## src/rtl/cardinal_pe_port.sv

```systemverilog
// Processor-element port of a Cardinal ring router: one-entry per-VC injection and
// ejection buffers between the NIC and the cw/ccw rings, scheduled by even/odd polarity.
module cardinal_pe_port #(
  parameter int PACKET_SIZE = 64
) (
  input  logic                   clk,
  input  logic                   reset,
  output logic                   polarity,
  input  logic                   pesi,
  output logic                   peri,
  input  logic [PACKET_SIZE-1:0] pedi,
  output logic                   peso,
  input  logic                   pero,
  output logic [PACKET_SIZE-1:0] pedo,
  output logic                   cwo_valid,
  input  logic                   cwo_ready,
  output logic [PACKET_SIZE-1:0] cwo_data,
  output logic                   ccwo_valid,
  input  logic                   ccwo_ready,
  output logic [PACKET_SIZE-1:0] ccwo_data,
  input  logic                   cwi_valid,
  output logic                   cwi_ready,
  input  logic [PACKET_SIZE-1:0] cwi_data,
  input  logic                   ccwi_valid,
  output logic                   ccwi_ready,
  input  logic [PACKET_SIZE-1:0] ccwi_data,
  output logic                   inj_err
);

  // Header fields are numbered MSB-first: field bit i lives at vector bit PACKET_SIZE-1-i.
  localparam int VC_BIT  = PACKET_SIZE - 1;
  localparam int DIR_BIT = PACKET_SIZE - 2;
  localparam int HOP_MSB = PACKET_SIZE - 9;
  localparam int HOP_LSB = PACKET_SIZE - 16;

  typedef logic [PACKET_SIZE-1:0] pkt_t;

  pkt_t       inj_buf [2];
  pkt_t       ej_buf  [2];
  logic [1:0] inj_full;
  logic [1:0] ej_full;
  logic [1:0] rr;

  logic       ext_vc;
  logic       int_vc;
  logic [7:0] hop_in;
  logic       inj_take;
  logic       inj_drop;
  logic       inj_store;
  logic       inj_drain;
  logic       cw_elig;
  logic       ccw_elig;
  logic       ej_open;
  pkt_t       inj_fwd;

  assign ext_vc = polarity;
  assign int_vc = ~polarity;

  // NIC side: only the external-phase VC talks to the NIC.
  assign hop_in    = pedi[HOP_MSB:HOP_LSB];
  assign peri      = ~inj_full[ext_vc];
  assign inj_take  = pesi & peri;
  assign inj_drop  = inj_take & (hop_in == 8'd0);
  assign inj_store = inj_take & ~inj_drop;

  // NOTE: every always_comb output gets a full default first, so no path can infer a latch.
  always_comb begin
    inj_fwd                  = pedi;
    inj_fwd[HOP_MSB:HOP_LSB] = hop_in - 8'd1;
  end

  // Ring side: the internal-phase VC offers its packet on the direction in its header.
  assign cwo_valid  = inj_full[int_vc] & ~inj_buf[int_vc][DIR_BIT];
  assign ccwo_valid = inj_full[int_vc] &  inj_buf[int_vc][DIR_BIT];
  assign cwo_data   = cwo_valid  ? inj_buf[int_vc] : '0;
  assign ccwo_data  = ccwo_valid ? inj_buf[int_vc] : '0;
  assign inj_drain  = (cwo_valid & cwo_ready) | (ccwo_valid & ccwo_ready);

  assign cw_elig    = cwi_valid  & (cwi_data[VC_BIT]  == int_vc);
  assign ccw_elig   = ccwi_valid & (ccwi_data[VC_BIT] == int_vc);
  assign ej_open    = ~ej_full[int_vc];
  // rr only matters when both directions compete; a lone requester always wins.
  assign cwi_ready  = ej_open & cw_elig  & ~(ccw_elig & rr[int_vc]);
  assign ccwi_ready = ej_open & ccw_elig & ~(cw_elig & ~rr[int_vc]);

  assign peso = ej_full[ext_vc] & pero;
  assign pedo = ej_full[ext_vc] ? ej_buf[ext_vc] : '0;

  // NOTE: sequential state uses non-blocking assignments so every flop samples pre-edge values.
  always_ff @(posedge clk or posedge reset) begin
    if (reset) begin
      polarity <= 1'b0;
      inj_full <= '0;
      ej_full  <= '0;
      rr       <= '0;
      inj_err  <= 1'b0;
    end else begin
      polarity <= ~polarity;
      if (inj_store)               inj_full[ext_vc] <= 1'b1;
      if (inj_drain)               inj_full[int_vc] <= 1'b0;
      if (inj_drop)                inj_err          <= 1'b1;
      if (cwi_ready | ccwi_ready)  ej_full[int_vc]  <= 1'b1;
      if (ej_open & cw_elig & ccw_elig) rr[int_vc]  <= ~rr[int_vc];
      if (peso)                    ej_full[ext_vc]  <= 1'b0;
    end
  end

  // NOTE: packet storage is intentionally not reset; the full flags qualify every read.
  always_ff @(posedge clk) begin
    if (inj_store) inj_buf[ext_vc] <= inj_fwd;
    if (cwi_ready)       ej_buf[int_vc] <= cwi_data;
    else if (ccwi_ready) ej_buf[int_vc] <= ccwi_data;
  end

endmodule

```

## config.mk

```make
export PLATFORM = sky130hd
export DESIGN_NAME = cardinal_pe_port
export DESIGN_NICKNAME = d
export VERILOG_FILES = /design/src/rtl/cardinal_pe_port.sv
export SDC_FILE = /design/constraint.sdc
export NUM_CORES = 1
export LEC_CHECK = 0
export ABC_CLOCK_PERIOD_IN_PS = 10410
export CORE_MARGIN = 3
export CORE_UTILIZATION = 30
export DETAILED_ROUTE_END_ITERATION = 10
export PLACE_DENSITY = 0.58
export SYNTH_ARGS = -nofsm -noshare
export SYNTH_HDL_FRONTEND = slang
export SYNTH_SLANG_ARGS = --single-unit
```

## constraint.sdc

```tcl
create_clock -name clk -period 10.41 [get_ports clk]
set_input_delay 2.082 -clock clk [delete_from_list [all_inputs] [get_ports clk]]
set_output_delay 2.082 -clock clk [all_outputs]
set_load 0.005 [all_outputs]
```

# Word-level counts from Yosys, hierarchy flattened
# Memories as Yosys holds them, arrays and structs flattened.
# Index checks and enable logic that the tools add are counted.
# Widths: inputs -> output; s select.
[classes]
n_addsub = 1
multipliers = 0
n_div = 0
n_lt_le_gt_ge = 4
n_eq_ne = 2
shift = 0
n_mux = 30
bitwise = 34
reduce_logical = 3
[ops]
columns = ["operator", "count"]
rows = [
  ["$mux 64", 4],
  ["$mux 1", 19],
  ["$and 1x1->1", 17],
  ["$logic_not 8->1", 1],
  ["$mux 2", 4],
  ["$not 1->1", 8],
  ["$sub 8x1->8 const B", 1],
  ["$and 2x2->2", 2],
  ["$lt 1x2->1 const B", 2],
  ["$not 2->2", 2],
  ["$or 2x2->2", 2],
  ["$or 1x1->1", 3],
  ["$bwmux 2", 1],
  ["$demux 1 s1", 2],
  ["$eq 1x1->1", 2],
  ["$ge 1x1->1 const B", 2],
  ["$logic_and 1x1->1", 2],
]
[word_totals]
reg_bits = 8
latch_bits = 0
mem_bits_rw = 256
romBits = 0
input_bits = 200
out_inout_bits = 200
elab_cells = 81
n_memories = 2
[memory_table]
columns = ["name", "depth", "width", "read_ports", "rd_ports_with_merged_regs", "wr", "line", "rtl"]
rows = [
  ["ej_buf", 2, 64, 1, 0, 1, "39", "pkt_t ej_buf [2];"],
  ["inj_buf", 2, 64, 1, 0, 1, "38", "pkt_t inj_buf [2];"],
]

# Depth between registers and ports, before layout
# Gate-level depths: netlist of the first run.
[logic_depth]
ltp_word = 11
mapped_depth = 7
ltp_nobuf = 5

# Least setup slack after synthesis of the first run
# No wires, ideal clock.
[synth_path]
path_kind = "input to register"
start = "in cwi_valid"
end = "mem ej_buf[0][0] (netlist bit), enable pin"
setup_ns = 0.508
t_arrival_ns = 5.613
required_time_ns = 9.902
setup_slack_ns = 4.289
stages = 3
n_path_buf = 0
cell_sequence = "nor4bb_1 > a31oi_1 > a21oi_1"
[synth_via]
elab_chain_len = 8
elab_cells_between_ends = 12
classes_between = "mux (5); bitwise (7)"
[synth_lines]
columns = ["element", "line", "rtl"]
rows = [
  ["from (decl)", "21", "input logic cwi_valid,"],
  ["$and 1x1->1 (*)", "79", "assign cw_elig = cwi_valid & (cwi_data[VC_BIT] == int_vc);"],
  ["$and 1x1->1", "84", "assign ccwi_ready = ej_open & ccw_elig & ~(cw_elig & ~rr[int_vc]);"],
  ["$not 1->1", "84", ""],
  ["$and 1x1->1", "84", ""],
  ["$mux 1", "112", "else if (ccwi_ready) ej_buf[int_vc] <= ccwi_data;"],
  ["$mux 1", "111", "if (cwi_ready) ej_buf[int_vc] <= cwi_data;"],
  ["$mux 1 (implied by the code)", "112", ""],
  ["$or 1x1->1 (no source line) (*)", "n/a", ""],
  ["to (decl)", "39", ""],
]
# Every way passes the cells marked *; elsewhere a longest branch is shown, timed or not.

# Worst setup path after layout of the first run
[layout_path]
start = "in ccwi_data[63]"
end = "out ccwi_ready"
[layout_via]
elab_chain_len = 4
[layout_lines]
columns = ["element", "line", "rtl"]
rows = [
  ["from (decl)", "26", "input logic [PACKET_SIZE-1:0] ccwi_data,"],
  ["$eq 1x1->1", "80", "assign ccw_elig = ccwi_valid & (ccwi_data[VC_BIT] == int_vc);"],
  ["$and 1x1->1", "80", ""],
  ["$and 1x1->1 (2 in a row)", "84", ""],
  ["to (decl)", "25", "output logic ccwi_ready,"],
]
# No other way between the ends.

==> results of run 1 <==
## cell usage after synthesis (all sizes together) (2+ instances only)
cell type / number / area share [%]
nand2b: 2 / 0.11
nand2: 10 / 0.33
nand3: 3 / 0.13
nor2: 195 / 6.4
inv: 11 / 0.36
mux2: 64 / 7.8
o22ai: 2 / 0.11
mux2i: 131 / 11
nor3: 2 / 0.087
clkbuf: 4 / 0.13
buf: 41 / 2.5
xnor2: 5 / 0.38
a31oi: 3 / 0.22
edfxtp: 256 / 67
or3: 2 / 0.11
xor2: 3 / 0.23
a21oi: 3 / 0.13
dfrtp: 8 / 1.7
ha: 2 / 0.22
o21ai: 3 / 0.13
## metrics by stage
stage / area (um2) / cells / util, %
5_1_grt: 16900 / 1691 / 44.8
2_1_floorplan: 11500 / 763 / -
6_report: 16900 / 1691 / 44.8
3_5_place_dp: 16000 / 1638 / 42.4
3_3_place_gp: 16000 / 1638 / 42.4
4_1_cts: 16900 / 1691 / 44.8
## worst paths after layout
check | cells past startpoint | startpoint | to
worst max-delay path | 6 | ccwi_data[63] | ccwi_ready
worst min-delay path | 1 | inj_err | inj_err
worst max register to register | 6 | polarity | ej_buf[1][12]
worst min register to register | 1 | inj_err | inj_err
max in group asynchronous | 2 | reset | polarity
min in group asynchronous | 2 | reset | inj_full[1]
## state kept, by name, summed over array words and instances (netlist names)
register / count
inj_buf: 128
ej_full: 2
inj_full: 2
ej_buf: 128
polarity: 1
inj_err: 1
rr: 2
## power by group through the flow
| stage | Sequential (mW) | Clock, mW | Combinational, mW |
|---|---|---|---|
| finish | 1.25 | 0.951 | 0.405 |
| global route | 1.25 | 1.03 | 0.441 |
| CTS | 1.25 | 0.989 | 0.414 |
| detailed placement | 1.27 | 0 | 0.412 |
| global placement | 1.27 | 0 | 0.408 |
| floorplan | 1.27 | 0 | 0.167 |
## per-layer routing
metal	up-vias	global-route usage, %	part of all wire, %
li1	3558	-	-
met1	3543	16.8	41
met2	324	22.8	46
met3	36	5.54	11
met4	0	3.84	2.2
met5	-	0	0
## worst max-delay path, delay by kind of cell
family          cells  cell delay, ns
compound gates      2            0.81
buf+inv             3            1.07
simple gates        1            0.24
## area by class of cell
cell class,count,area [um2]
Timing Repair Buffer,409,4070
Tap cell,511,639
Inverter,11,41.3
Clock buffer,40,787
Fill cell,3485,20900
Multi-Input combinational cell,443,3370
Clock inverter,13,98.8
Sequential cell,264,7890
## kinds of logic (layout without fill, tap and decap cells)
group / count (synthesis) / in the layout / share of synthesized area, %
DFF: 264 / 264 / 68.3
AOI/OAI and AO/OA: 16 / 16 / 0.997
and+or+nand+nor: 221 / 221 / 7.61
muxes: 195 / 195 / 19.2
buffers and inverters: 56 / 473 / 3.02
adders and majority gates: 2 / 2 / 0.217
other: 1 / 1 / 0.0325
xor gates and xnor gates: 8 / 8 / 0.607
==> run_results.csv, run 1 <==
group,metric,value,unit
synth,synth_seq_cells,264,
floorplanning,num_rows,71,
worst_setup_path,crit_path_start_kind,"primary input",
worst_setup_path,crit_chain,"clkdlybuf4s50_1, and4bb_1, a31oi_2, a21o_4, inv_1, clkdlybuf4s50_1",
timing,finalWorstSetupSlack,4.10,ns
worst_hold_path,worstHoldPathType,"reg2reg",
power,p_leak,6.85,nW
final_layout,final_cell_mix,"398 x clkdlybuf4s50_1, 256 x edfxtp_1, 192 x nor2_1, 130 x mux2i_1, 49 x mux2_4",
worst_setup_path,cp_common_cell,"clkdlybuf4s50_1",
clocking,cts_tree,"built",
clocking,clk_path_buf_depth,3,
placement,port_buffers,398,
timing,finalSetupTns,0,ns
power,switchingPower,0.582,mW
power,p_seq_share,47.9,%
final_layout,areaGrowthSynthToFinish,46.4,%
synth,ys.flop_type,"edfxtp_1",
floorplanning,die_y,202,um
timing,fmax,0.159,GHz
synth,synth_warnings,0,
run_status,status,"finished, final reports clean",
timing,slew_viol_final,0,
floorplanning,die_area,0.0409,mm2
global_route,grt_pass1_vias,7533,
final_layout,layout_commonest_cell,"clkdlybuf4s50_1",
global_route,gr-usage-all-layers,13.8,%
power,vdd.ir_drop.worst,0.122,mV
detailed_routing,dr.pass1.iters,6,
power,clkPwrFrac,36.6,%
floorplanning,die_w,202,um
detailed_routing,drtIter0Drc,264,
global_route,grt_pass1_wl,44000,um
timing,rsz0062_at_grt,"no",
clocking,clock-sinks,264,
worst_setup_path,slowest_delay,0.55,ns
placement,gp_congestion,0.758,
synth,avgSynthCellArea,15.1,um2
worst_setup_path,cp-end-kind,"output port",
timing,fin_crit_sh,60.6,%
global_route,grt-ovfl-total,0,
timing,fin_skew,0.00823,ns
clocking,htreeDepth,1,
worst_setup_path,worstPathMaxFanout,23,
worst_setup_path,crit_arrival,4.23,ns
detailed_routing,drc,0,
floorplanning,design.core.area,0.0378,mm2
synth,ys_async_sr_fraction,3.03,%
detailed_routing,vias_per_cell,4.41,
clocking,cts_setup_buffers,0,
power,cellPowerDensity,154,mW/mm2
floorplanning,start_util,30.6,%
final_layout,drive_above_1_share,10.8,%
power,cellInternalPower,2.02,mW
synth,netlist_area,0.0115,mm2
global_route,antenna_found_initial,0,
detailed_routing,wire_per_inst,17.5,um
timing,finalHoldViolCount,0,
placement,dpl.hpwl,20700,um
clocking,path_clk_slew,0.06,ns
worst_setup_path,path_class,"in2out",
final_layout,nets,1360,
detailed_routing,vias,7461,
clocking,cts_hold_buf,0,
power,combPwrFrac,15.5,%
clocking,cts_root_buf,"clkbuf_16",
synth,synthCells,763,
final_layout,diodes,0,
clocking,insertion_delay,0.54,ns
worst_setup_path,r2r_slack,6.74,ns
timing,period_needed,6.31,ns
global_route,grt_start_max_net_pins,65,
clocking,cts_inserted_buffers,29,
job,drv_cap,0,
synth,synthDistinctLibCells,39,
timing,timing.hold.ws,0.483,ns
timing,setup_viol,0,
synth,synth_edf_count,256,
worst_setup_path,required,8.33,ns
placement,pre_cts_slack,4.08,ns
synth,mappedNetlistNets,965,
timing,tightest_slew,0.972,ns
detailed_routing,antenna_left,0,
synth,synth_seq_area_share,68.3,%
detailed_routing,wl,29500,um
power,switching_share,22.4,%
power,p_total,2.60,mW
timing,max_slew_margin,35.2,%
clocking,cts-resized-gates,0,
worst_setup_path,crit_path_top_delay_cell,"clkdlybuf4s50_1",
floorplanning,io_pins,400,
Note: power is estimated with default switching activity, not from simulation.
==> inputs of run 2 (changes only) <==
--- a/config.mk
+++ b/config.mk
@@ -5,7 +5,7 @@
 export SDC_FILE = /design/constraint.sdc
 export NUM_CORES = 1
 export LEC_CHECK = 0
-export ABC_CLOCK_PERIOD_IN_PS = 10410
+export ABC_CLOCK_PERIOD_IN_PS = 6000
 export CORE_MARGIN = 3
 export CORE_UTILIZATION = 30
 export DETAILED_ROUTE_END_ITERATION = 10
==> constraint.sdc (replaced) <==
create_clock -name clk -period 6 [get_ports clk]
set_input_delay 1.2 -clock clk [delete_from_list [all_inputs] [get_ports clk]]
set_output_delay 1.2 -clock clk [all_outputs]
set_load 0.005 [all_outputs]
==> run_results.csv, run 2 (synthesized netlist as in run 1, its figures left out) <==
group,metric,value,unit
run_status,status,"finished, final reports clean",
final_layout,drive_above_1_share,10.5,%
timing,rsz0062_at_grt,"no",
placement,gp_congestion,0.752,
power,switchingPower,0.986,mW
detailed_routing,dr.pass1.iters,4,
worst_hold_path,worstHoldPathType,"reg2reg",
detailed_routing,antenna_left,0,
detailed_routing,wire_per_inst,17.7,um
worst_setup_path,path_class,"reg2out",
global_route,grt_pass1_wl,44400,um
global_route,antenna_found_initial,1,
detailed_routing,vias_per_cell,4.43,
final_layout,nets,1361,
worst_hold_path,hold_path_depth,1,
worst_setup_path,crit_path_start_kind,"register",
final_layout,diodes,0,
power,switching_share,21.9,%
floorplanning,num_rows,71,
worst_hold_path,min_to,"inj_err",
worst_setup_path,crit_arrival,3.42,ns
worst_setup_path,worst_r2r_path_depth,5,
global_route,grt-ovfl-total,0,
clocking,cts_root_buf,"clkbuf_16",
timing,max_slew_margin,21.5,%
worst_setup_path,worstPathMaxFanout,64,
final_layout,areaGrowthSynthToFinish,46.5,%
final_layout,n_fill_cell,3530,
clocking,path_clk_slew,0.06,ns
floorplanning,io_pins,400,
clocking,cts-resized-gates,0,
timing,slew_viol_final,0,
detailed_routing,drc,0,
detailed_routing,drtIter0Drc,231,
clocking,cts_inserted_buffers,28,
power,clkPwrFrac,36.3,%
power,combPwrFrac,15.7,%
worst_setup_path,r2r_slack,2.58,ns
job,drv_cap,0,
floorplanning,design.core.area,0.0378,mm2
placement,pre_cts_slack,1.72,ns
final_layout,largestRegisters,"ej_buf x128, inj_buf x128",
timing,fmax,0.217,GHz
power,p_total,4.50,mW
placement,dpl.hpwl,21300,um
timing,setup_viol,0,
clocking,cts_hold_buf,0,
detailed_routing,wl,30000,um
floorplanning,start_util,30.6,%
worst_setup_path,r2r-end,"ej_buf[1][11]",
clocking,insertion_delay,0.54,ns
worst_setup_path,r2r_start,"polarity",
timing,fin_crit_sh,77.0,%
floorplanning,die_w,202,um
floorplanning,die_area,0.0409,mm2
global_route,gr-usage-all-layers,13.9,%
timing,fin_skew,0.0142,ns
detailed_routing,vias,7488,
clocking,clk_path_buf_depth,3,
worst_hold_path,hp-start,"inj_err",
clocking,clock-sinks,264,
timing,tightest_slew,1.18,ns
timing,finalHoldViolCount,0,
power,cellInternalPower,3.51,mW
clocking,cts_tree,"built",
clocking,cts_setup_buffers,0,
power,p_leak,6.86,nW
final_layout,final_cell_mix,"398 x clkdlybuf4s50_1, 256 x edfxtp_1, 192 x nor2_1, 130 x mux2i_1, 49 x mux2_4",
global_route,grt_pass1_vias,7572,
clocking,htreeDepth,1,
final_layout,layout_commonest_cell,"clkdlybuf4s50_1",
power,vdd.ir_drop.worst,0.176,mV
timing,finalSetupTns,0,ns
power,cellPowerDensity,266,mW/mm2
power,p_seq_share,48.0,%
timing,period_needed,4.62,ns
timing,finalWorstSetupSlack,1.38,ns
placement,port_buffers,398,
worst_setup_path,cp-end-kind,"output port",
worst_setup_path,required,4.80,ns
global_route,grt_start_max_net_pins,65,
floorplanning,die_y,202,um
[run 2: changes by cell type in the layout (fill, tap and decap cells not counted)]
cell / before / now
clkinv_1: 3 / 10
clkbuf_1: 9 / 7
clkbuf_8: 2 / 0
clkinv_2: 5 / 3
buf_12: 0 / 1
buf_4: 11 / 12
bufinv_16: 1 / 2
clkinv_4: 1 / 0
clkinvlp_4: 2 / 1
inv_6: 1 / 0
[run 2: worst max path at each step]
stage                  startpoint           end  slack [ns]  cells past startpoint
finish                   polarity  ccwo_data[6]        1.38                      5
global route             polarity      pedo[39]        1.14                      4
CTS                      polarity      pedo[39]        1.26                      4
detailed placement  ccwi_data[63]    ccwi_ready        1.72                      6
global placement        cwi_valid     cwi_ready        1.70                      5
floorplan               cwi_valid  ej_buf[0][0]        0.76                      3
[run 2: power groups by stage]
| stage | Clock, mW | Combinational (mW) | Sequential, mW |
|---|---|---|---|
| after global routing | 1.77 | 0.767 | 2.17 |
| after global placement | 0 | 0.711 | 2.20 |
| after detailed placement | 0 | 0.718 | 2.20 |
| final | 1.63 | 0.708 | 2.16 |
| after CTS | 1.70 | 0.722 | 2.16 |
| after floorplan | 0 | 0.290 | 2.20 |
[run 2: final cells by class]
class | instances | area, um2 | area share [%]
repair buffers | 411 | 4090 | 24.2
flip-flops and latches | 264 | 7890 | 46.7
clock inverters | 16 | 120 | 0.710
inverters | 11 | 41.3 | 0.244
well taps | 511 | 639 | 3.78
multi-input cells | 443 | 3370 | 20.0
clock buffers | 36 | 752 | 4.45
[run 2: critical path, cell delays in order (launching register included)]
cell and delay (ns):
dfrtp_4 1.00, inv_1 0.42, a31oi_4 0.25, buf_4 0.51
nor2_1 0.14, clkdlybuf4s50_1 0.47
[run 2: routing by layer]
metal  GRT usage, %  part of all wire [%]  up-vias
met5              0                     0        -
li1               -                     -     3560
met4           3.71                   2.4        0
met2           23.7                    47      310
met1           16.7                    40     3578
met3           5.12                    10       40
[run 2: stage by stage]
| step | utilization [%] | hold WS [ns] | cell area (um2) | cells |
|---|---|---|---|---|
| 5_1_grt | 44.8 | 0.501 | 16900 | 1692 |
| 6_report | 44.8 | 0.483 | 16900 | 1692 |
| 3_3_place_gp | 42.5 | 0.462 | 16000 | 1640 |
| 4_1_cts | 44.8 | 0.484 | 16900 | 1692 |
| 2_1_floorplan | - | 0.466 | 11500 | 763 |
| 3_5_place_dp | 42.5 | 0.461 | 16000 | 1640 |
==> inputs of run 3 (changes only) <==
--- a/config.mk
+++ b/config.mk
@@ -5,7 +5,7 @@
 export SDC_FILE = /design/constraint.sdc
 export NUM_CORES = 1
 export LEC_CHECK = 0
-export ABC_CLOCK_PERIOD_IN_PS = 6000
+export ABC_CLOCK_PERIOD_IN_PS = 4800
 export CORE_MARGIN = 3
 export CORE_UTILIZATION = 30
 export DETAILED_ROUTE_END_ITERATION = 10
==> constraint.sdc (replaced) <==
create_clock -name clk -period 4.8 [get_ports clk]
set_input_delay 0.96 -clock clk [delete_from_list [all_inputs] [get_ports clk]]
set_output_delay 0.96 -clock clk [all_outputs]
set_load 0.005 [all_outputs]
==> run_results.csv, run 3 (synthesized netlist as in run 1, its figures left out) <==
group,metric,value,unit
run_status,status,"finished, final reports clean",
global_route,grt_pass1_vias,7529,
timing,tightest_slew,1.19,ns
clocking,clock-sinks,264,
worst_setup_path,r2r_slack,1.81,ns
placement,placed_cells,1637,
clocking,htreeDepth,1,
final_layout,areaGrowthSynthToFinish,47.9,%
final_layout,drive_above_1_share,11.1,%
detailed_routing,drtIter0Drc,258,
global_route,grt_pass1_wl,44200,um
floorplanning,die_y,202,um
timing,fmax,0.246,GHz
detailed_routing,vias_per_cell,4.41,
clocking,cts_tree,"built",
power,p_leak,6.92,nW
clocking,path_clk_slew,0.06,ns
timing,fin_crit_sh,84.5,%
timing,slew_viol_final,0,
global_route,grt_start_max_net_pins,71,
worst_setup_path,path_class,"reg2out",
worst_setup_path,crit_path_start_kind,"register",
final_layout,largestRegisters,"ej_buf x128, inj_buf x128",
global_route,grt-ovfl-total,0,
final_layout,utilization,45.2,%
timing,setup_viol,0,
power,cellPowerDensity,344,mW/mm2
timing,finalHoldViolCount,0,
power,vdd.ir_drop.worst,0.260,mV
timing,fin_skew,0.0250,ns
final_layout,design_area,0.0171,mm2
placement,gp_congestion,0.749,
detailed_routing,dr.pass1.iters,4,
worst_setup_path,cp-end-kind,"output port",
placement,dpl.hpwl,21300,um
final_layout,final_cell_mix,"398 x clkdlybuf4s50_1, 256 x edfxtp_1, 192 x nor2_1, 130 x mux2i_1, 49 x mux2_4",
global_route,antenna_found_initial,5,
floorplanning,num_rows,71,
detailed_routing,antenna_left,0,
detailed_routing,wire_per_inst,17.7,um
timing,period_needed,4.06,ns
placement,pre_cts_slack,0.799,ns
final_layout,n_fill_cell,3456,
worst_hold_path,hold_path_depth,1,
detailed_routing,wl,29800,um
floorplanning,start_util,30.6,%
final_layout,register_area,0.00789,mm2
clocking,cts_setup_buffers,0,
clocking,cts_hold_buf,0,
worst_setup_path,worst_r2r_path_depth,5,
detailed_routing,vias,7445,
final_layout,multi_input_area,0.00337,mm2
power,p_total,5.87,mW
final_layout,layout.cells.non_filler,1690,
placement,dpl_cell_area,0.0161,mm2
floorplanning,die_w,202,um
final_layout,layout_commonest_cell,"clkdlybuf4s50_1",
clocking,cts-resized-gates,0,
clocking,cts_root_buf,"clkbuf_16",
worst_setup_path,crit_arrival,3.10,ns
final_layout,nets,1358,
global_route,gr-usage-all-layers,13.9,%
timing,rsz0062_at_grt,"no",
clocking,insertion_delay,0.55,ns
floorplanning,io_pins,400,
clocking,clk_path_buf_depth,3,
job,drv_cap,0,
floorplanning,design.core.area,0.0378,mm2
clocking,cts_inserted_buffers,28,
worst_setup_path,worstPathMaxFanout,64,
detailed_routing,drc,0,
placement,port_buffers,398,
timing,max_slew_margin,20.9,%
timing,finalWorstSetupSlack,0.742,ns
worst_setup_path,required,3.84,ns
timing,finalSetupTns,0,ns
timing,timing.hold.ws,0.501,ns
worst_hold_path,worstHoldPathType,"reg2reg",
floorplanning,die_area,0.0409,mm2
run 3: critical path, cell delays in order (launching register included):
cell and delay (ns):
dfrtp_4 0.80, inv_1 0.34, a31oi_4 0.22, buf_4 0.52
inv_1 0.12, clkdlybuf4s50_1 0.51
run 3: final timing paths:
check	from	end
max	polarity	ccwo_data[62]
min	inj_err	inj_err
max reg2reg	polarity	ej_buf[1][1]
min reg2reg	inj_err	inj_err
max in group asynchronous	reset	polarity
min in group asynchronous	reset	inj_err
run 3: area by class of cell:
cell class | instances | area share (%)
repair buffers | 408 | 24.2
well taps | 511 | 3.74
flip-flops and latches | 264 | 46.2
diodes | 2 | 0.0293
clock buffers | 30 | 4.27
multi-input cells | 443 | 19.8
inverters | 11 | 0.242
clock inverters | 21 | 1.52
run 3: power by group:
group	internal [mW]	switching, mW
clock	1.42	0.867
sequential	2.66	0.0363
combinational	0.528	0.360
total	4.61	1.26
run 3: metal layers:
layer  track usage (%)  vias up  share of wire (%)
li1                  -     3552                  -
met1              16.2     3512                 40
met2              23.5      333                 47
met3              5.51       44                 11
met4              4.36        4                2.4
met5                 0        -              0.091
